**src/rtl/lsu_exec.sv**
```systemverilog
// -----------------------------------------------------------------------------
// lsu_exec -- single-op load/store execution unit.
//
// Accepts one memory op from the issue stage, performs one dcache access
// (byte-lane write mask and data alignment for stores, lane extraction and
// sign/zero extension for loads), then holds the result on a valid/ready
// writeback port until it is taken.
//
// Ports
//   clk, rst           clock, asynchronous active-high reset
//   issue_valid        op offered by issue stage
//   dmem_rdy           unit accepts an op this cycle (IDLE only)
//   issue_addr         effective byte address
//   issue_wdata        unaligned (LSB-justified) store data
//   issue_funct3       width/sign: 000 B, 001 H, 010 W, 100 BU, 101 HU
//   issue_is_store     1 = store, 0 = load
//   issue_tag          ROB destination tag
//   flush              kill the in-flight op
//   dcache_addr/re/we/din   word-aligned dcache request
//   dcache_stall       dcache hold; request stays stable while high
//   dcache_dout        dcache read data, valid the cycle after dcache_re
//   wb_valid/rdy       writeback handshake
//   wb_tag/data/exc    writeback payload
//
// Configuration
//   LSU_MISALIGN_TRAP_EN  when defined, misaligned halfword/word ops skip
//                         the dcache and write back wb_exc=1, wb_data=addr.
//                         When undefined, misaligned ops are aligned down
//                         and wb_exc is tied to 0.
// -----------------------------------------------------------------------------
module lsu_exec #(
  parameter int TAG_W         = 6,
  parameter int CPU_ADDR_BITS = 32,
  parameter int CPU_DATA_BITS = 32
) (
  input  logic                     clk,
  input  logic                     rst,
  input  logic                     issue_valid,
  output logic                     dmem_rdy,
  input  logic [CPU_ADDR_BITS-1:0] issue_addr,
  input  logic [CPU_DATA_BITS-1:0] issue_wdata,
  input  logic [2:0]               issue_funct3,
  input  logic                     issue_is_store,
  input  logic [TAG_W-1:0]         issue_tag,
  input  logic                     flush,
  output logic [CPU_ADDR_BITS-1:0] dcache_addr,
  output logic                     dcache_re,
  output logic [3:0]               dcache_we,
  output logic [CPU_DATA_BITS-1:0] dcache_din,
  input  logic                     dcache_stall,
  input  logic [CPU_DATA_BITS-1:0] dcache_dout,
  output logic                     wb_valid,
  input  logic                     wb_rdy,
  output logic [TAG_W-1:0]         wb_tag,
  output logic [CPU_DATA_BITS-1:0] wb_data,
  output logic                     wb_exc
);

  typedef enum logic [1:0] {IDLE, ACCESS, LDATA, RESP} state_t;

  state_t                   state_q, state_d;
  logic [CPU_ADDR_BITS-1:0] addr_q, addr_d;
  logic [CPU_DATA_BITS-1:0] wdata_q, wdata_d;
  logic [2:0]               funct3_q, funct3_d;
  logic                     is_store_q, is_store_d;
  logic [TAG_W-1:0]         tag_q, tag_d;
  logic [CPU_DATA_BITS-1:0] data_q, data_d;

  logic [3:0]               mask;
  logic [1:0]               lane_off;
  logic [CPU_DATA_BITS-1:0] lane_data;
  logic [CPU_DATA_BITS-1:0] load_data;
  logic                     in_access;

  // Byte mask and lane offset. Halfwords and words are aligned down to their
  // natural boundary; the same offset is used for store data placement and
  // load data extraction so both sides agree on a misaligned address.
  always_comb begin
    mask     = 4'b1111;
    lane_off = 2'b00;
    case (funct3_q[1:0])
      2'b00: begin
        mask     = 4'b0001 << addr_q[1:0];
        lane_off = addr_q[1:0];
      end
      2'b01: begin
        mask     = 4'b0011 << {addr_q[1], 1'b0};
        lane_off = {addr_q[1], 1'b0};
      end
      default: begin
        mask     = 4'b1111;
        lane_off = 2'b00;
      end
    endcase
  end

  // Load extraction and extension.
  always_comb begin
    lane_data = dcache_dout >> {lane_off, 3'b000};
    load_data = lane_data;
    case (funct3_q)
      3'b000:  load_data = {{(CPU_DATA_BITS-8){lane_data[7]}},   lane_data[7:0]};
      3'b001:  load_data = {{(CPU_DATA_BITS-16){lane_data[15]}}, lane_data[15:0]};
      3'b100:  load_data = {{(CPU_DATA_BITS-8){1'b0}},           lane_data[7:0]};
      3'b101:  load_data = {{(CPU_DATA_BITS-16){1'b0}},          lane_data[15:0]};
      default: load_data = lane_data;
    endcase
  end

  // Flush kills the request and the writeback combinationally, in the same
  // cycle, and also blocks acceptance.
  assign in_access   = (state_q == ACCESS) && !flush;
  assign dmem_rdy    = (state_q == IDLE) && !flush;
  assign dcache_re   = in_access && !is_store_q;
  assign dcache_we   = (in_access && is_store_q) ? mask : 4'b0000;
  assign dcache_addr = {addr_q[CPU_ADDR_BITS-1:2], 2'b00};
  assign dcache_din  = wdata_q << {lane_off, 3'b000};
  assign wb_valid    = (state_q == RESP) && !flush;
  assign wb_tag      = tag_q;
  assign wb_data     = data_q;

`ifdef LSU_MISALIGN_TRAP_EN
  logic exc_q, exc_d;
  logic issue_misaligned;

  assign issue_misaligned = (issue_funct3[1:0] == 2'b01 && issue_addr[0]) ||
                            (issue_funct3[1] && (issue_addr[1:0] != 2'b00));
  assign wb_exc = exc_q;
`else
  assign wb_exc = 1'b0;
`endif

  always_comb begin
    state_d    = state_q;
    addr_d     = addr_q;
    wdata_d    = wdata_q;
    funct3_d   = funct3_q;
    is_store_d = is_store_q;
    tag_d      = tag_q;
    data_d     = data_q;
`ifdef LSU_MISALIGN_TRAP_EN
    exc_d      = exc_q;
`endif
    case (state_q)
      IDLE: begin
        if (!flush && issue_valid) begin
          addr_d     = issue_addr;
          wdata_d    = issue_wdata;
          funct3_d   = issue_funct3;
          is_store_d = issue_is_store;
          tag_d      = issue_tag;
          data_d     = '0;
          state_d    = ACCESS;
`ifdef LSU_MISALIGN_TRAP_EN
          exc_d      = 1'b0;
          if (issue_misaligned) begin
            // Trap straight to writeback without touching the dcache.
            exc_d   = 1'b1;
            data_d  = CPU_DATA_BITS'(issue_addr);
            state_d = RESP;
          end
`endif
        end
      end
      ACCESS: begin
        if (flush) begin
          state_d = IDLE;
        end else if (!dcache_stall) begin
          if (is_store_q) begin
            data_d  = '0;
            state_d = RESP;
          end else begin
            state_d = LDATA;
          end
        end
      end
      LDATA: begin
        if (flush) begin
          state_d = IDLE;
        end else begin
          data_d  = load_data;
          state_d = RESP;
        end
      end
      RESP: begin
        if (flush || wb_rdy) begin
          state_d = IDLE;
        end
      end
      default: state_d = IDLE;
    endcase
  end

  always_ff @(posedge clk or posedge rst) begin
    if (rst) begin
      state_q    <= IDLE;
      addr_q     <= '0;
      wdata_q    <= '0;
      funct3_q   <= '0;
      is_store_q <= 1'b0;
      tag_q      <= '0;
      data_q     <= '0;
`ifdef LSU_MISALIGN_TRAP_EN
      exc_q      <= 1'b0;
`endif
    end else begin
      state_q    <= state_d;
      addr_q     <= addr_d;
      wdata_q    <= wdata_d;
      funct3_q   <= funct3_d;
      is_store_q <= is_store_d;
      tag_q      <= tag_d;
      data_q     <= data_d;
`ifdef LSU_MISALIGN_TRAP_EN
      exc_q      <= exc_d;
`endif
    end
  end

endmodule

```
**config.mk**
```make
export PLATFORM = sky130hd
export DESIGN_NAME = lsu_exec
export DESIGN_NICKNAME = d
export VERILOG_FILES = /design/src/rtl/lsu_exec.sv
export SDC_FILE = /design/constraint.sdc
export NUM_CORES = 1
export LEC_CHECK = 0
export BUFFER_PORTS_ARGS = -buffer_cell sky130_fd_sc_hd__buf_2
export CAP_MARGIN = 10
export CORE_MARGIN = 2
export CORE_UTILIZATION = 52
export CTS_CLUSTER_SIZE = 24
export DETAILED_ROUTE_END_ITERATION = 12
export PLACE_DENSITY = 0.85
export RECOVER_POWER = 25
export SLEW_MARGIN = 20
export SYNTH_ARGS = -nofsm -noshare
export SYNTH_HDL_FRONTEND = slang
export SYNTH_SLANG_ARGS = --single-unit
```
**constraint.sdc**
```tcl
create_clock -name clk -period 5.8 [get_ports clk]
set_clock_uncertainty 0.15 [all_clocks]
set_input_delay 1.16 -clock clk [delete_from_list [all_inputs] [get_ports clk]]
set_output_delay 1.16 -clock clk [all_outputs]
set_load 0.02 [all_outputs]
```
* Word-level counts from Yosys, hierarchy flattened
Index checks and enable logic that the tools add are counted.
Word-level totals: input port bits 112, register bits after elaboration 108
Cells by class: multiplexer cells 17, reduce and logical (&&, ||, !) cells 16, equal/unequal tests 14, shift operators 4
Operators with widths (count):
- $mux 32 | 5
- $pmux 32 s4 | 1
- $pmux 32 s3 | 1
- $shl 32x5->32 | 1
- $shr 32x5->32 | 1
- $mux 2 | 5
- $ne 2x2->1 const B | 4
- $pmux 2 s4 | 1
- $pmux 4 s2 | 1
- $eq 3x3->1 const B | 2
- $logic_and 1x1->1 | 6
- $reduce_and 6->1 | 1
- $eq 2x1->1 const B | 2
- $eq 2x2->1 const B | 2
- $logic_not 2->1 | 2
- $mux 4 | 1
- $ne 2x1->1 const B | 2
- $pmux 2 s2 | 1
- $shl 1x2->4 const A | 1
- $shl 2x2->4 const A | 1
- $eq 3x1->1 const B | 1
- $logic_not 3->1 | 1
- $ne 3x3->1 const B | 1
- $reduce_and 3->1 | 1
- other kinds (5) | 6

* Longest topological paths before layout
Gate-level depths: netlist of the first run.
depth after elaboration 6, gate-level depth with buffers 8

* Worst setup path after synthesis of the first run
No wires, ideal clock.
path type input to output, from input port flush, to output port dcache_we[1], stages 4, arrival time 2.019 ns, setup slack 2.471 ns, path through nand2b_1 -> nor2_1 -> nand2_1 -> nor3_1
Between the ends: cells in the longest elaborated chain, start to end 4
Ends and longest elaborated chain:
- from (decl) | RTL line 45 | input logic flush,
- $logic_not 1->1 | RTL line 112 | assign in_access = (state_q == ACCESS) && !flush;
- $logic_and 1x1->1 | RTL line 112
- $logic_and 1x1->1 | RTL line 115 | assign dcache_we = (in_access && is_store_q) ? mask : 4'b0000;
- $mux 4 | RTL line 115
- to (decl) | RTL line 48 | output logic [3:0] dcache_we,
No other way between the ends.

* Worst setup path after layout of the first run
from register funct3_q[1], to output port dcache_din[26]
Between the ends: cells in the longest elaborated chain, start to end 3
Ends and longest elaborated chain:
- from (decl) | RTL line 64 | logic [2:0] funct3_q, funct3_d;
- from (signal assigned) | RTL line 210 | funct3_q <= funct3_d;
- $eq 2x1->1 / $logic_not 2->1 (equally long branches) | RTL line 81 | case (funct3_q[1:0])
- $pmux 2 s2 (*) | RTL line 81
- $shl 32x5->32 (*) | RTL line 117 | assign dcache_din = wdata_q << {lane_off, 3'b000};
- to (decl) | RTL line 49 | output logic [CPU_DATA_BITS-1:0] dcache_din,
Every way passes the cells marked *; elsewhere a longest branch is shown, timed or not.

==> results of run 1 <==
## metrics by stage
step	setup WS (ps)	cells	hold WS, ps	area, µm²	power [W]
after floorplan	1640	460	323	5420	0.00217
after global placement	2100	748	311	6290	0.00246
after detailed placement	1960	748	329	6290	0.00251
after CTS	1530	763	352	6450	0.00292
after global routing	1330	764	369	6420	0.00307
final	1540	764	348	6420	0.00288
## routing by layer
layer,share of wire [%],GRT usage [%],wire length [µm],vias to the layer above
met5,0,0,0,-
met4,3.2,12.0,439,0
met3,7.8,6.50,1070,29
met2,50,41.8,6780,190
met1,39,30.1,5370,2122
li1,-,-,-,1939
## cells by family after synthesis
| logic type | after synthesis | share of synthesized area (%) |
|---|---|---|
| DFF | 108 | 50.0 |
| muxes | 103 | 22.4 |
| AOI/OAI and AO/OA | 86 | 10.8 |
| and+or+nand+nor | 86 | 8.40 |
| buffers and inverters | 74 | 8.42 |
| other | 1 | 0.0693 |
## placed cells by master (no fill, tap or decap), types with 2 or more instances in the layout
cell type  count
nor3_1         6
mux2i_1       23
a211oi_1       8
mux4_2         7
nor2b_1        8
dfrtp_1      108
clkbuf_8       9
a22o_1         7
o221ai_1       7
mux2_2        72
nand2b_1      18
o21ai_0       29
inv_1          3
nor3b_2        2
nor2_1        14
o21ai_1        2
buf_4          4
clkbuf_1      31
conb_1         3
clkinv_4       2
a21oi_1       10
a32oi_1       16
buf_2        190
and2_1         8
nand2_1       21
## registers in the layout, indices dropped and copies added, names as in the netlist
register	cells
wb_tag	6
wb_data	32
addr_q	32
wdata_q	32
is_store_q	1
funct3_q	3
state_q	2
## final timing paths
kind | from | end | slack (ps) | cells after the start
max reg2reg | funct3_q[1]$_DFFE_PP0P_ | wb_data[12]$_DFFE_PP0P_ | 2660 | 5
max | funct3_q[1]$_DFFE_PP0P_ | dcache_din[26] | 1540 | 5
min in group asynchronous | rst | addr_q[5]$_DFFE_PP0P_ | 1250 | 2
min reg2reg | wb_data[7]$_DFFE_PP0P_ | wb_data[7]$_DFFE_PP0P_ | 350 | 2
min | wb_data[7]$_DFFE_PP0P_ | wb_data[7]$_DFFE_PP0P_ | 350 | 2
max in group asynchronous | rst | addr_q[27]$_DFFE_PP0P_ | 2680 | 3
## area by class of cell
cell class / count / area share (%)
Sequential cell: 108 / 42.1
Multi-Input combinational cell: 278 / 35.5
Clock buffer: 12 / 2.11
Timing Repair Buffer: 222 / 16.9
Clock inverter: 3 / 0.390
Tap cell: 136 / 2.65
Antenna cell: 1 / 0.0390
Inverter: 4 / 0.253
## worst max-delay path, stage by stage (launching register included)
cell,delay [ps]
dfrtp_1,700
nor3b_2,720
buf_4,510
mux2i_1,350
a21oi_1,110
buf_2,190
## power by group through the flow
stage,clock [W],combinational (W),sequential [W]
floorplan,0,0.00101,0.00116
global placement,0,0.00132,0.00114
detailed placement,0,0.00135,0.00116
CTS,0.000419,0.00136,0.00114
global route,0.000448,0.00144,0.00118
finish,0.000403,0.00133,0.00115
==> flow_metrics.py, run 1 <==
metrics = {
    "floorplan": {
        "die_h_um": 106,
        "boundaryPins": 222,
        "row_count": 37,
        "design.die.area_um2": 11200,
        "die_w_um": 106,
        "core-area_um2": 10200,
        "start_util_pct": 52.9,
    },
    "finish": {
        "drive_gt1_share_pct": 46.9,
        "fillers": 833,
        "area_growth_pct": 18.6,
        "multi_input_area_um2": 2280,
        "fin_nets": 735,
        "regArea_um2": 2700,
        "utilization_pct": 62.7,
    },
    "timing": {
        "slew_violations": 54,
        "tightestPinTransition_ps": 2280,
        "rsz0062_at_grt": "no",
        "hold_viol": 0,
        "period_minus_slack_ps": 4260,
        "fin_crit_sh_pct": 73.5,
        "setup_viol": 0,
        "maxSlewHeadroom_pct": -53.1,
        "max_freq_mhz": 235,
        "setup-tns-final_ps": 0,
    },
    "route": {
        "vias_per_cell": 5.60,
        "drt-pass1-iter-count": 4,
        "post-route-drc-count": 0,
        "ant_nets": 0,
        "routed_wl_mm": 13.7,
        "num_vias": 4280,
        "first_iter_violations": 230,
        "wl_per_cell_um": 17.9,
    },
    "outcome": {
        "status": "finished, violations left",
        "violations": "max-capacitance violations, max-slew violations",
    },
    "clock_tree": {
        "holdBufCountCts": 0,
        "clockRootBuffer": "clkbuf_8",
        "clk_latency_ps": 360,
        "cts_setup_buffers": 0,
        "cts_resized": 0,
        "clk_pin_slew_ps": 100,
        "clock_sinks": 108,
        "cts_tree": "built",
        "cts.path.max_buffers": 2,
        "htreeDepth": 3,
        "cts_buffers": 9,
    },
    "global_routing": {
        "grt_max_degree": 77,
        "grt_pass1_vias": 4496,
        "overflow": 0,
        "grt_antenna_before_repair": 1,
        "grt_usage_pct": 25.0,
        "grt_first_pass_wirelength_mm": 22.0,
    },
    "setup_path": {
        "start_kind": "register",
        "cp_data_arrival_time_ps": 2950,
        "path_class": "register to output port",
        "cp_max_fo": 34,
        "crit_required_ps": 4490,
        "endpoint_kind": "output port",
    },
    "pwr": {
        "vdd_drop_max_mv": 0.252,
        "clockPowerShare_pct": 14.0,
        "p_sw_w": 0.00123,
        "p_leak_nw": 3.01,
        "p_comb_share_pct": 46.2,
        "powerDensity_nw_per_um2": 449,
        "intPower_w": 0.00166,
        "p_sw_share_pct": 42.6,
        "seq_power_share_pct": 39.8,
    },
    "placement": {
        "port_buffers": 218,
        "hpwlAfterDp_mm": 10.1,
        "place.gp.congestion": 0.885,
    },
    "synth": {
        "ys_seq_area_share_pct": 50.0,
        "avgSynthCellArea_um2": 11.8,
        "yosysTopAreaCell": "dfrtp_1",
        "netlist_area_um2": 5410,
        "synth_area_leaders": "dfrtp_1 50%, mux2_2 15%, buf_4 5.7%",
        "synth_cell_type_count": 40,
        "yosysMostFrequentCell": "dfrtp_1",
        "async_flop_share_pct": 100,
        "synth-warning-count": 0,
        "synth_common_cells": "108 x dfrtp_1, 72 x mux2_2, 41 x buf_4",
        "synth_ff_type": "dfrtp_1",
        "synth_seq_cells": 108,
        "synth_cells": 458,
        "yosysTopAreaCellShare_pct": 50.0,
        "synth_edf_count": 0,
    },
    "run": {
        "cap_violations": 1,
    },
    "min_path": {
        "min_path_type": "register to register",
    },
}
Note: power is estimated with default switching activity, not from simulation.
==> run 2, diff against run 1 <==
--- a/config.mk
+++ b/config.mk
@@ -8,10 +8,10 @@
 export BUFFER_PORTS_ARGS = -buffer_cell sky130_fd_sc_hd__buf_2
 export CAP_MARGIN = 10
 export CORE_MARGIN = 2
-export CORE_UTILIZATION = 52
+export CORE_UTILIZATION = 49
 export CTS_CLUSTER_SIZE = 24
 export DETAILED_ROUTE_END_ITERATION = 12
-export PLACE_DENSITY = 0.85
+export PLACE_DENSITY = 0.81
 export RECOVER_POWER = 25
 export SLEW_MARGIN = 20
 export SYNTH_ARGS = -nofsm -noshare
==> constraint.sdc (replaced) <==
create_clock -name clk -period 4.2 [get_ports clk]
set_clock_uncertainty 0.15 [all_clocks]
set_input_delay 0.84 -clock clk [delete_from_list [all_inputs] [get_ports clk]]
set_output_delay 0.84 -clock clk [all_outputs]
set_load 0.02 [all_outputs]
==> run 2 against run 1 <==
The flow still finishes with violations (max-capacitance violations, max-slew violations). Hold slack got worse by 12 ps. Sequential share of layout area decreased by 0.78 points. Routed wire length decreased by 2.9%. Die area increased by 5.9%. Clock power increased by 76%. Setup slack got worse by 840 ps. Critical endpoint is now dcache_we[0].
==> flow_metrics.py, run 2 (synthesis results as in run 1) <==
metrics = {
    "outcome": {
        "status": "finished, violations left",
        "violations": "max-capacitance violations, max-slew violations",
    },
    "route": {
        "num_vias": 4229,
        "ant_nets": 0,
        "vias_per_cell": 5.49,
        "post-route-drc-count": 0,
        "routed_wl_mm": 13.3,
        "drt-pass1-iter-count": 4,
        "first_iter_violations": 211,
        "wl_per_cell_um": 17.2,
    },
    "setup_path": {
        "cp_data_arrival_time_ps": 2510,
        "endpoint_kind": "output port",
        "r2r_cells": 5,
        "rr_endpoint": "wb_data[14]$_DFFE_PP0P_",
        "path_class": "register to output port",
        "cp_max_fo": 26,
        "crit_end": "dcache_we[0]",
        "r2r_start": "funct3_q[1]$_DFFE_PP0P_",
        "reg2reg_slack_ps": 1490,
        "startpoint": "funct3_q[1]$_DFFE_PP0P_",
        "crit_required_ps": 3210,
        "start_kind": "register",
    },
    "floorplan": {
        "die_w_um": 109,
        "design.die.area_um2": 11900,
        "core-area_um2": 10800,
        "row_count": 38,
        "boundaryPins": 222,
        "die_h_um": 109,
        "start_util_pct": 50.1,
    },
    "timing": {
        "slew_violations": 64,
        "tightestPinTransition_ps": 2420,
        "hold_viol": 0,
        "period_minus_slack_ps": 3500,
        "setup_ws_ps": 697,
        "max_freq_mhz": 285,
        "setup-tns-final_ps": 0,
        "maxSlewHeadroom_pct": -61.3,
        "rsz0062_at_grt": "no",
        "setup_viol": 0,
        "fin_crit_sh_pct": 83.4,
    },
    "placement": {
        "port_buffers": 218,
        "place.gp.congestion": 0.834,
        "place_ws_ps": 1130,
        "hpwlAfterDp_mm": 9.57,
    },
    "finish": {
        "area_growth_pct": 20.9,
        "final_common_cell": "buf_2",
        "n_antenna_cell": 0,
        "final_cell_mix": "217 x buf_2, 108 x dfrtp_1, 72 x mux2_2",
        "fillers": 881,
        "multi_input_area_um2": 2270,
        "regArea_um2": 2700,
        "drive_gt1_share_pct": 51.8,
        "fin_nets": 739,
    },
    "clock_tree": {
        "htreeDepth": 3,
        "holdBufCountCts": 0,
        "clock_sinks": 108,
        "clk_latency_ps": 370,
        "cts_buffers": 9,
        "cts.path.max_buffers": 2,
        "clk_pin_slew_ps": 100,
        "cts_resized": 0,
        "cts_setup_buffers": 0,
        "cts_tree": "built",
        "clockRootBuffer": "clkbuf_8",
    },
    "global_routing": {
        "grt_usage_pct": 21.9,
        "overflow": 0,
        "grt_pass1_vias": 4230,
        "grt_antenna_before_repair": 0,
        "grt_first_pass_wirelength_mm": 20.1,
        "grt_max_degree": 77,
    },
    "pwr": {
        "powerDensity_nw_per_um2": 635,
        "p_leak_nw": 3.15,
        "vdd_drop_max_mv": 0.330,
    },
    "min_path": {
        "min_path_type": "register to register",
    },
    "run": {
        "cap_violations": 1,
    },
}
-- run 2: cell count changes in the layout (fill, tap and decap cells not counted), moves of 2 or more --
| cell | change |
|---|---|
| buf_2 | +27 |
| clkinv_4 | -2 |
| clkbuf_8 | +2 |
| clkbuf_1 | -30 |
| bufinv_16 | +2 |
| buf_4 | +3 |
-- run 2: where the power goes --
group	internal, W	switching [W]
clock network	0.000364	0.000345
registers	0.00135	0.000230
logic	0.000755	0.00111
total	0.00246	0.00169
-- run 2: how the worst min path moves through the flow --
stage               slack [ps]                       to  cells past startpoint               startpoint
detailed placement         320   wb_data[7]$_DFFE_PP0P_                      2   wb_data[7]$_DFFE_PP0P_
finish                     340   wb_data[7]$_DFFE_PP0P_                      2   wb_data[7]$_DFFE_PP0P_
CTS                        350   wb_data[7]$_DFFE_PP0P_                      2   wb_data[7]$_DFFE_PP0P_
floorplan                  320  wdata_q[24]$_DFFE_PP0P_                      1  wdata_q[24]$_DFFE_PP0P_
global placement           320  wb_data[13]$_DFFE_PP0P_                      2  wb_data[13]$_DFFE_PP0P_
global route               370  wb_data[13]$_DFFE_PP0P_                      2  wb_data[13]$_DFFE_PP0P_
-- run 2: stage by stage --
stage	total power [W]	utilization [%]	hold WS (ps)	std cells	cell area (µm²)
after CTS	0.00418	60.6	348	771	6550
after global routing	0.00439	60.6	367	771	6540
final	0.00415	60.6	336	771	6540
after floorplan	0.00300	-	323	460	5420
after detailed placement	0.00347	58.6	324	756	6320
after global placement	0.00340	58.6	320	756	6320
-- run 2: metal layers --
metal  global-route usage, %  share of wire, %  wire length, µm
met1                    27.2                40             5340
met2                    36.5                49             6460
met3                    4.36               7.8             1030
met4                    10.8               3.3              441
met5                       0                 0                0
-- run 2: area by class of cell --
cell class / count / share of cell area (%)
inverter: 4 / 0.230
clock inverter: 4 / 1.11
sequential: 108 / 41.3
clock buffer: 11 / 2.32
tap: 140 / 2.68
multi-input combinational: 278 / 34.8
timing repair buffer: 226 / 17.5
-- run 2: worst max-delay path, stage by stage (launching register included) --
cell and delay (ps):
dfrtp_1 930, inv_1 180, o21ai_1 590, and3_1 280
buf_2 170
